--- config.mk ---
export PLATFORM = sky130hd
export DESIGN_NAME = cci_mpf_shim_vtp_svc_arb_flat
export DESIGN_NICKNAME = d
export VERILOG_FILES = /design/src/rtl/cci_mpf_shim_vtp_svc_arb_if.sv /design/src/rtl/cci_mpf_shim_vtp_svc_arb.sv /design/src/flat_wrapper.sv
export SDC_FILE = /design/constraint.sdc
export NUM_CORES = 1
export LEC_CHECK = 0
export CAP_MARGIN = 0
export CELL_PAD_IN_SITES_DETAIL_PLACEMENT = 1
export CELL_PAD_IN_SITES_GLOBAL_PLACEMENT = 1
export CORE_MARGIN = 1
export CORE_UTILIZATION = 35
export CTS_CLUSTER_SIZE = 10
export DETAILED_ROUTE_END_ITERATION = 6
export PLACE_DENSITY = 0.88
export SLEW_MARGIN = 20
export SYNTH_ARGS = -nofsm -noshare
export SYNTH_HDL_FRONTEND = slang
export SYNTH_SLANG_ARGS = --single-unit
--- constraint.sdc ---
create_clock -name clk -period 3.55 [get_ports clk]
set_input_delay 0.71 -clock clk [delete_from_list [all_inputs] [get_ports clk]]
set_output_delay 0.71 -clock clk [all_outputs]
set_load 0.1 [all_outputs]
--- src/rtl/cci_mpf_shim_vtp_svc_arb_if.sv ---
// Bundles the client-side and service-side lookup channels of the shared VTP
// translation service arbiter. The arbiter uses the slave view; the environment uses the master view.
interface cci_mpf_shim_vtp_svc_arb_if #(
   parameter int NUM_CLIENTS = 4,
   parameter int VA_W        = 36,
   parameter int PA_W        = 36,
   parameter int TAG_W       = 4
);
   logic [NUM_CLIENTS-1:0]       c_lookupEn;
   logic [NUM_CLIENTS*VA_W-1:0]  c_pageVA;
   logic [NUM_CLIENTS*TAG_W-1:0] c_tag;
   logic [NUM_CLIENTS-1:0]       c_lookupRdy;
   logic [NUM_CLIENTS-1:0]       c_rspValid;
   logic [PA_W-1:0]              c_rspPagePA;
   logic [TAG_W-1:0]             c_rspTag;
   logic                         c_rspIsBigPage;

   logic                         s_lookupEn;
   logic [VA_W-1:0]              s_pageVA;
   logic [TAG_W-1:0]             s_tag;
   logic                         s_lookupRdy;
   logic                         s_rspValid;
   logic [PA_W-1:0]              s_rspPagePA;
   logic [TAG_W-1:0]             s_rspTag;
   logic                         s_rspIsBigPage;

   modport slave (
      input  c_lookupEn, c_pageVA, c_tag,
      output c_lookupRdy, c_rspValid, c_rspPagePA, c_rspTag, c_rspIsBigPage,
      output s_lookupEn, s_pageVA, s_tag,
      input  s_lookupRdy, s_rspValid, s_rspPagePA, s_rspTag, s_rspIsBigPage
   );

   modport master (
      output c_lookupEn, c_pageVA, c_tag,
      input  c_lookupRdy, c_rspValid, c_rspPagePA, c_rspTag, c_rspIsBigPage,
      input  s_lookupEn, s_pageVA, s_tag,
      output s_lookupRdy, s_rspValid, s_rspPagePA, s_rspTag, s_rspIsBigPage
   );
endinterface

--- src/rtl/cci_mpf_shim_vtp_svc_arb.sv ---
// Shares one VTP translation service among several pipeline shims: round-robin
// request arbitration, client tag -> global tag remapping, response routing.
module cci_mpf_shim_vtp_svc_arb #(
   parameter int NUM_CLIENTS = 4,
   parameter int N_TAGS      = 16,
   parameter int VA_W        = 36,
   parameter int PA_W        = 36,
   parameter int TAG_W       = $clog2(N_TAGS)
) (
   input  logic                        clk,
   input  logic                        reset_n,
   cci_mpf_shim_vtp_svc_arb_if.slave   bus,
   output logic [TAG_W:0]              tagsBusy,
   output logic                        errBadRsp
);
   localparam int CLI_W = (NUM_CLIENTS > 1) ? $clog2(NUM_CLIENTS) : 1;

   logic [N_TAGS-1:0] freeMask;
   logic [N_TAGS-1:0] freeNext;
   logic [CLI_W-1:0]  ownerCli [N_TAGS];
   logic [TAG_W-1:0]  ownerTag [N_TAGS];
   logic [CLI_W-1:0]  rrPtr;

   logic              canIssue;
   logic              grant;
   logic              rspHit;
   logic [TAG_W-1:0]  selTag;
   logic [CLI_W-1:0]  winner;

   // Lowest-numbered free tag; the descending scan leaves the smallest index last.
   always_comb begin
      selTag = '0;
      for (int t = N_TAGS - 1; t >= 0; t--)
         if (freeMask[t]) selTag = TAG_W'(t);
   end

   // First requester at or above rrPtr, wrapping; scanned in reverse so the closest wins.
   always_comb begin
      int idx;
      idx    = 0;
      winner = rrPtr;
      for (int j = NUM_CLIENTS - 1; j >= 0; j--) begin
         idx = int'(rrPtr) + j;
         if (idx >= NUM_CLIENTS) idx = idx - NUM_CLIENTS;
         if (bus.c_lookupEn[CLI_W'(idx)]) winner = CLI_W'(idx);
      end
   end

   assign canIssue        = bus.s_lookupRdy & (|freeMask);
   assign grant           = canIssue & (|bus.c_lookupEn);
   assign rspHit          = bus.s_rspValid & ~freeMask[bus.s_rspTag];

   assign bus.c_lookupRdy = grant ? (NUM_CLIENTS'(1) << winner) : '0;
   assign bus.s_lookupEn  = grant;
   assign bus.s_pageVA    = bus.c_pageVA[winner*VA_W +: VA_W];
   assign bus.s_tag       = selTag;

   // A granted tag is free and a hit response tag is busy, so the two never collide.
   always_comb begin
      freeNext = freeMask;
      if (grant)  freeNext[selTag]       = 1'b0;
      if (rspHit) freeNext[bus.s_rspTag] = 1'b1;
   end

   // NOTE: sequential state uses non-blocking assignments so every flop samples pre-edge values.
   always_ff @(posedge clk or negedge reset_n) begin
      if (!reset_n) begin
         freeMask           <= '1;
         rrPtr              <= '0;
         tagsBusy           <= '0;
         errBadRsp          <= 1'b0;
         bus.c_rspValid     <= '0;
         bus.c_rspPagePA    <= '0;
         bus.c_rspTag       <= '0;
         bus.c_rspIsBigPage <= 1'b0;
      end else begin
         freeMask <= freeNext;
         tagsBusy <= tagsBusy + (TAG_W+1)'(grant) - (TAG_W+1)'(rspHit);
         if (grant)
            rrPtr <= (int'(winner) == NUM_CLIENTS - 1) ? '0 : winner + CLI_W'(1);
         if (bus.s_rspValid && !rspHit)
            errBadRsp <= 1'b1;
         bus.c_rspValid <= rspHit ? (NUM_CLIENTS'(1) << ownerCli[bus.s_rspTag]) : '0;
         if (rspHit) begin
            bus.c_rspTag       <= ownerTag[bus.s_rspTag];
            bus.c_rspPagePA    <= bus.s_rspPagePA;
            bus.c_rspIsBigPage <= bus.s_rspIsBigPage;
         end
      end
   end

   // NOTE: the owner table is not reset; a free bit guards every entry, so stale contents are never read.
   always_ff @(posedge clk) begin
      if (grant) begin
         ownerCli[selTag] <= winner;
         ownerTag[selTag] <= bus.c_tag[winner*TAG_W +: TAG_W];
      end
   end

   a_rsp_tag_busy: assert property (@(posedge clk) disable iff (!reset_n)
      bus.s_rspValid |-> !freeMask[bus.s_rspTag])
      else $warning("vtp svc arb: response for unallocated tag %0d", bus.s_rspTag);
endmodule
--- src/flat_wrapper.sv ---
// flat-port wrapper written by rule: the top's interface ports become plain ports
module cci_mpf_shim_vtp_svc_arb_flat 
#(
   parameter int NUM_CLIENTS = 4,
   parameter int N_TAGS      = 16,
   parameter int VA_W        = 36,
   parameter int PA_W        = 36,
   parameter int TAG_W       = $clog2(N_TAGS)
)
  (clk, reset_n, tagsBusy, errBadRsp, bus_c_lookupEn, bus_c_pageVA, bus_c_tag, bus_c_lookupRdy, bus_c_rspValid, bus_c_rspPagePA, bus_c_rspTag, bus_c_rspIsBigPage, bus_s_lookupEn, bus_s_pageVA, bus_s_tag, bus_s_lookupRdy, bus_s_rspValid, bus_s_rspPagePA, bus_s_rspTag, bus_s_rspIsBigPage);
  cci_mpf_shim_vtp_svc_arb_if #(.NUM_CLIENTS(NUM_CLIENTS), .VA_W(VA_W), .PA_W(PA_W), .TAG_W(TAG_W)) bus_i ();
  input  logic clk;
  input  logic reset_n;
  output logic [TAG_W:0] tagsBusy;
  output logic errBadRsp;
  input wire logic [$bits(bus_i.c_lookupEn)-1:0] bus_c_lookupEn;
  input wire logic [$bits(bus_i.c_pageVA)-1:0] bus_c_pageVA;
  input wire logic [$bits(bus_i.c_tag)-1:0] bus_c_tag;
  output wire logic [$bits(bus_i.c_lookupRdy)-1:0] bus_c_lookupRdy;
  output wire logic [$bits(bus_i.c_rspValid)-1:0] bus_c_rspValid;
  output wire logic [$bits(bus_i.c_rspPagePA)-1:0] bus_c_rspPagePA;
  output wire logic [$bits(bus_i.c_rspTag)-1:0] bus_c_rspTag;
  output wire logic [$bits(bus_i.c_rspIsBigPage)-1:0] bus_c_rspIsBigPage;
  output wire logic [$bits(bus_i.s_lookupEn)-1:0] bus_s_lookupEn;
  output wire logic [$bits(bus_i.s_pageVA)-1:0] bus_s_pageVA;
  output wire logic [$bits(bus_i.s_tag)-1:0] bus_s_tag;
  input wire logic [$bits(bus_i.s_lookupRdy)-1:0] bus_s_lookupRdy;
  input wire logic [$bits(bus_i.s_rspValid)-1:0] bus_s_rspValid;
  input wire logic [$bits(bus_i.s_rspPagePA)-1:0] bus_s_rspPagePA;
  input wire logic [$bits(bus_i.s_rspTag)-1:0] bus_s_rspTag;
  input wire logic [$bits(bus_i.s_rspIsBigPage)-1:0] bus_s_rspIsBigPage;
  assign bus_i.c_lookupEn = bus_c_lookupEn;
  assign bus_i.c_pageVA = bus_c_pageVA;
  assign bus_i.c_tag = bus_c_tag;
  assign bus_c_lookupRdy = bus_i.c_lookupRdy;
  assign bus_c_rspValid = bus_i.c_rspValid;
  assign bus_c_rspPagePA = bus_i.c_rspPagePA;
  assign bus_c_rspTag = bus_i.c_rspTag;
  assign bus_c_rspIsBigPage = bus_i.c_rspIsBigPage;
  assign bus_s_lookupEn = bus_i.s_lookupEn;
  assign bus_s_pageVA = bus_i.s_pageVA;
  assign bus_s_tag = bus_i.s_tag;
  assign bus_i.s_lookupRdy = bus_s_lookupRdy;
  assign bus_i.s_rspValid = bus_s_rspValid;
  assign bus_i.s_rspPagePA = bus_s_rspPagePA;
  assign bus_i.s_rspTag = bus_s_rspTag;
  assign bus_i.s_rspIsBigPage = bus_s_rspIsBigPage;
  cci_mpf_shim_vtp_svc_arb #(.NUM_CLIENTS(NUM_CLIENTS), .N_TAGS(N_TAGS), .VA_W(VA_W), .PA_W(PA_W), .TAG_W(TAG_W)) u_core (.clk(clk), .reset_n(reset_n), .bus(bus_i), .tagsBusy(tagsBusy), .errBadRsp(errBadRsp));
endmodule
==> metrics.md <==
| Metric | Value |
|---|---|
| Initial antenna violation count | 6 |
| Share of layout cells above drive strength 1 | approximately a quarter |
| Worst Setup SP | bus_c_lookupEn[0] |
| Routed WL | slightly below 30000 um |
| Starting Density | 35.5% |
| Number of synthesized flops with an enable pin | 96 |
| Core Box Area | between 20000 and 25000 um^2 |
| TritonCTS Buffers | 17 |
| Placed Cells | between 1000 and 1500 |
| Largest net degree at the start of global routing | 70 |
| Routability cong. | 0.883 |
| Clock sinks | ~170 |
| Root buf cell | clkbuf_16 |
| Vias | just under 7000 |
| Max clock buf depth | 2 |
| Drt pass-1 iters | 7 |
| Pwr Density | between 900 and 1000 nW/um^2 |
| CP Max Fanout | 16 |
| Crit-path max cell delay | roughly 0.46 ns |
| Outcome | finished, violations left |
| Vias in the first global route | 7545 |
| Max-cap viol count | 0 |
| Overall Power | between 10 and 15 mW |
| Final hold violations | 0 |
| Yosys warning total | 0 |
| HPWL after DPL | about 22000 um |
| Commonest cells post-synth | 96 x edfxtp_1, 53 x dfrtp_1, 48 x a21oi_1, 43 x and3_1 |
| Tcrit/Tclk final | 98.1% |
| Minimum hold slack | roughly 0.48 ns |
| Peak supply drop | around 0.00077 V |
| Instance count of the mapped netlist | between 600 and 700 |
| Sequential-to-total area share from yosys stat | 55.7% |
| Most common cell in the netlist | edfxtp_1 |
| RR Startpoint | u_core.freeMask[0] |
| Area Overhead vs Synth | 59.1% |
| Global Route Usage Sum | between 20% and 30% |
| Top_reg_cell synth | edfxtp_1 |
| Worst Setup Start Kind | input port |
| First-pass GRT wire length | 43500 um |
| First DRT Iteration DRCs | 470 |
| Post-route clock skew | about 0.0073 ns |
| Worst path bufs/invs | 3 |
| Yosys cell types | 55 |
| Worst EP required | ~2.8 ns |
| Count of final setup violators | 0 |
| Top cell type's share of synthesized area | 34.7% |
| Seq cells post-synth | between 150 and 200 |
| Leakage | just over 5 nW |
| Async set-reset flop share out of synthesis | 41.8% |
| Crit path DAT | between 2 and 3 ns |
| Drt via density | around 5.3 |
| Area of the multi-input gates | around 3600 um^2 |
| Slew of the pin with the lowest slew margin | approximately 1.0 ns |
| Slew headroom | 32.2% |
| Final #Nets | between 1000 and 1500 |
| RSZ-0062 raised after global routing | yes |
| Cells along the critical path | clkdlybuf4s50_1, nand2b_1, nand2b_1, a211o_1, nand2_4, buf_6, mux2i_1, a21oi_2, buf_12 |
| Syn Std Cell Area | slightly above 8000 um^2 |
| HP Class | in2async |
| CTS Hold Bufs | 0 |
| Die footprint | between 20000 and 25000 um^2 |
| Core Util, Final | a little under three fifths |
| Detailed-route wire length per cell | about 22 um |
| Die Width | ~160 um |
| Finished Layout Cells | 1299 |
| CTS tree | built |
| Congestion Overflow GR | 0 |
| Standard-cell row count | 56 |
| Critical path type | in2out |
| Synth area leader | edfxtp_1 |
| Fillers | between 2000 and 2500 |
| Top-level port count | around 310 |
| CP most frequent cell | nand2b_1 |
| Clock network latency to the later pin of the worst-skew pair | ~0.42 ns |
| Min Tclk post-route | between 3 and 4 ns |
| CP max stage cell | clkdlybuf4s50_1 |
| DR DRC count | 1 |
| Crit-path leading delay family | buffers and inverters |
| Die height | 156 um |
| Max-slew violation count | 0 |
| FMAX | 287 MHz |
| CP endpoint kind | primary output |
| CTS H-tree lvls | 4 |
| Failing checks | DRC |
| Reg area | approximately 4600 um^2 |
| Reg clk slew, reported paths | approximately 0.060 ns |
| DRT antenna net count | 0 |
| Syn avg cell area | ~13 um^2 |
| Synth top area cells | edfxtp_1 35%, dfrtp_1 16%, mux4_2 8.1% |
| Buffers on Ports | around 300 |
| Mapped Nets | between 800 and 900 |
[per-layer routing]
layer / wire, um / GRT usage (%) / part of all wire (%)
met1: 9950 / 24.8 / 34
met2: 15600 / 43.9 / 54
met3: 2480 / 7.67 / 8.5
met5: 0 / 0 / 0
met4: 1110 / 11.4 / 3.8
[sequential cells by signal, indices dropped and copies added, names as in the netlist]
register,cells
u_core.tagsBusy,5
u_core.ownerTag,64
u_core.bus.c_rspTag,4
u_core.bus.c_rspPagePA,36
u_core.bus.c_rspValid,4
u_core.bus.c_rspIsBigPage,1
u_core.ownerCli,32
u_core.errBadRsp,1
u_core.freeMask,16
u_core.rrPtr,2
[kinds of logic after synthesis]
| family | Yosys count | share of synthesized area [%] |
|---|---|---|
| mux | 108 | 18.1 |
| flops | 165 | 55.7 |
| fa+ha+maj | 10 | 1.60 |
| xor+xnor | 4 | 0.422 |
| compound gates | 142 | 11.5 |
| simple gates | 130 | 8.86 |
| buf+inv | 68 | 3.81 |
[power breakdown]
part	switching (mW)	total [mW]	internal (mW)	leakage, nW
Sequential	0.301	2.97	2.67	1.66
Combinational	5.39	7.91	2.52	3.22
Clock	0.713	1.59	0.876	0.233
[final cells by class]
type	instances	area share [%]
Clock inverter	11	0.483
Timing Repair Buffer	360	29.9
Sequential cell	165	35.0
Tap cell	319	3.02
Multi-Input combinational cell	394	27.5
Antenna cell	5	0.0947
Inverter	25	0.710
Clock buffer	20	3.30
[worst paths after layout]
path	depth (start not counted)	slack, ns	endpoint
min	2	0.48	u_core.bus.c_rspPagePA[10]
max in group asynchronous	2	2.46	u_core.rrPtr[0]
max reg2reg	14	0.35	u_core.tagsBusy[4]
min reg2reg	1	0.48	u_core.bus.c_rspPagePA[16]
max	9	0.07	bus_s_pageVA[28]
min in group clk	1	0.48	u_core.bus.c_rspPagePA[16]
[through the flow]
| stage | cell area, um^2 | setup WS [ns] | setup TNS, ns |
|---|---|---|---|
| 3_5_place_dp | 12600 | -0.304 | -5.46 |
| 4_1_cts | 13100 | 0.0170 | 0 |
| 3_3_place_gp | 12600 | -0.177 | -0.245 |
| 6_report | 13200 | 0.0664 | 0 |
| 5_1_grt | 13200 | -0.0494 | -0.0917 |
| 2_1_floorplan | 8490 | -0.111 | -0.111 |
[layout by cell type, fill, tap and decap left out, types with 4 or more instances in the layout]
| cell type | instances |
|---|---|
| buf_4 | 55 |
| mux2_1 | 37 |
| nand3b_1 | 4 |
| edfxtp_1 | 96 |
| a221oi_1 | 5 |
| o21ai_0 | 15 |
| mux2i_1 | 39 |
| dfrtp_1 | 53 |
| mux4_2 | 30 |
| xnor2_1 | 4 |
| nor2b_1 | 6 |
| a22o_1 | 8 |
| clkbuf_16 | 18 |
| and3_1 | 43 |
| inv_1 | 24 |
| nand2_1 | 15 |
| a211oi_1 | 36 |
| nor4_1 | 5 |
| diode_2 | 5 |
| a21o_1 | 4 |
| clkdlybuf4s50_1 | 251 |
| o2bb2ai_1 | 4 |
| a211oi_2 | 4 |
| a21oi_1 | 7 |
| nor3_1 | 9 |
| dfstp_2 | 16 |
| nand2b_1 | 6 |
| ha_1 | 9 |
| a21oi_4 | 5 |
| a21oi_2 | 36 |
| buf_12 | 47 |
| o22ai_1 | 4 |
| clkinv_1 | 5 |
| nor2_1 | 19 |
[what timing repair did]
action / 4_1_cts / 5_1_grt
gates resized for setup: 4 / 8
gates cloned: 0 / 1
setup endpoints to repair: 7 / 26
pin swaps: 0 / 2
buffers inserted: 0 / 2
Note: power is estimated with default switching activity, not from simulation.
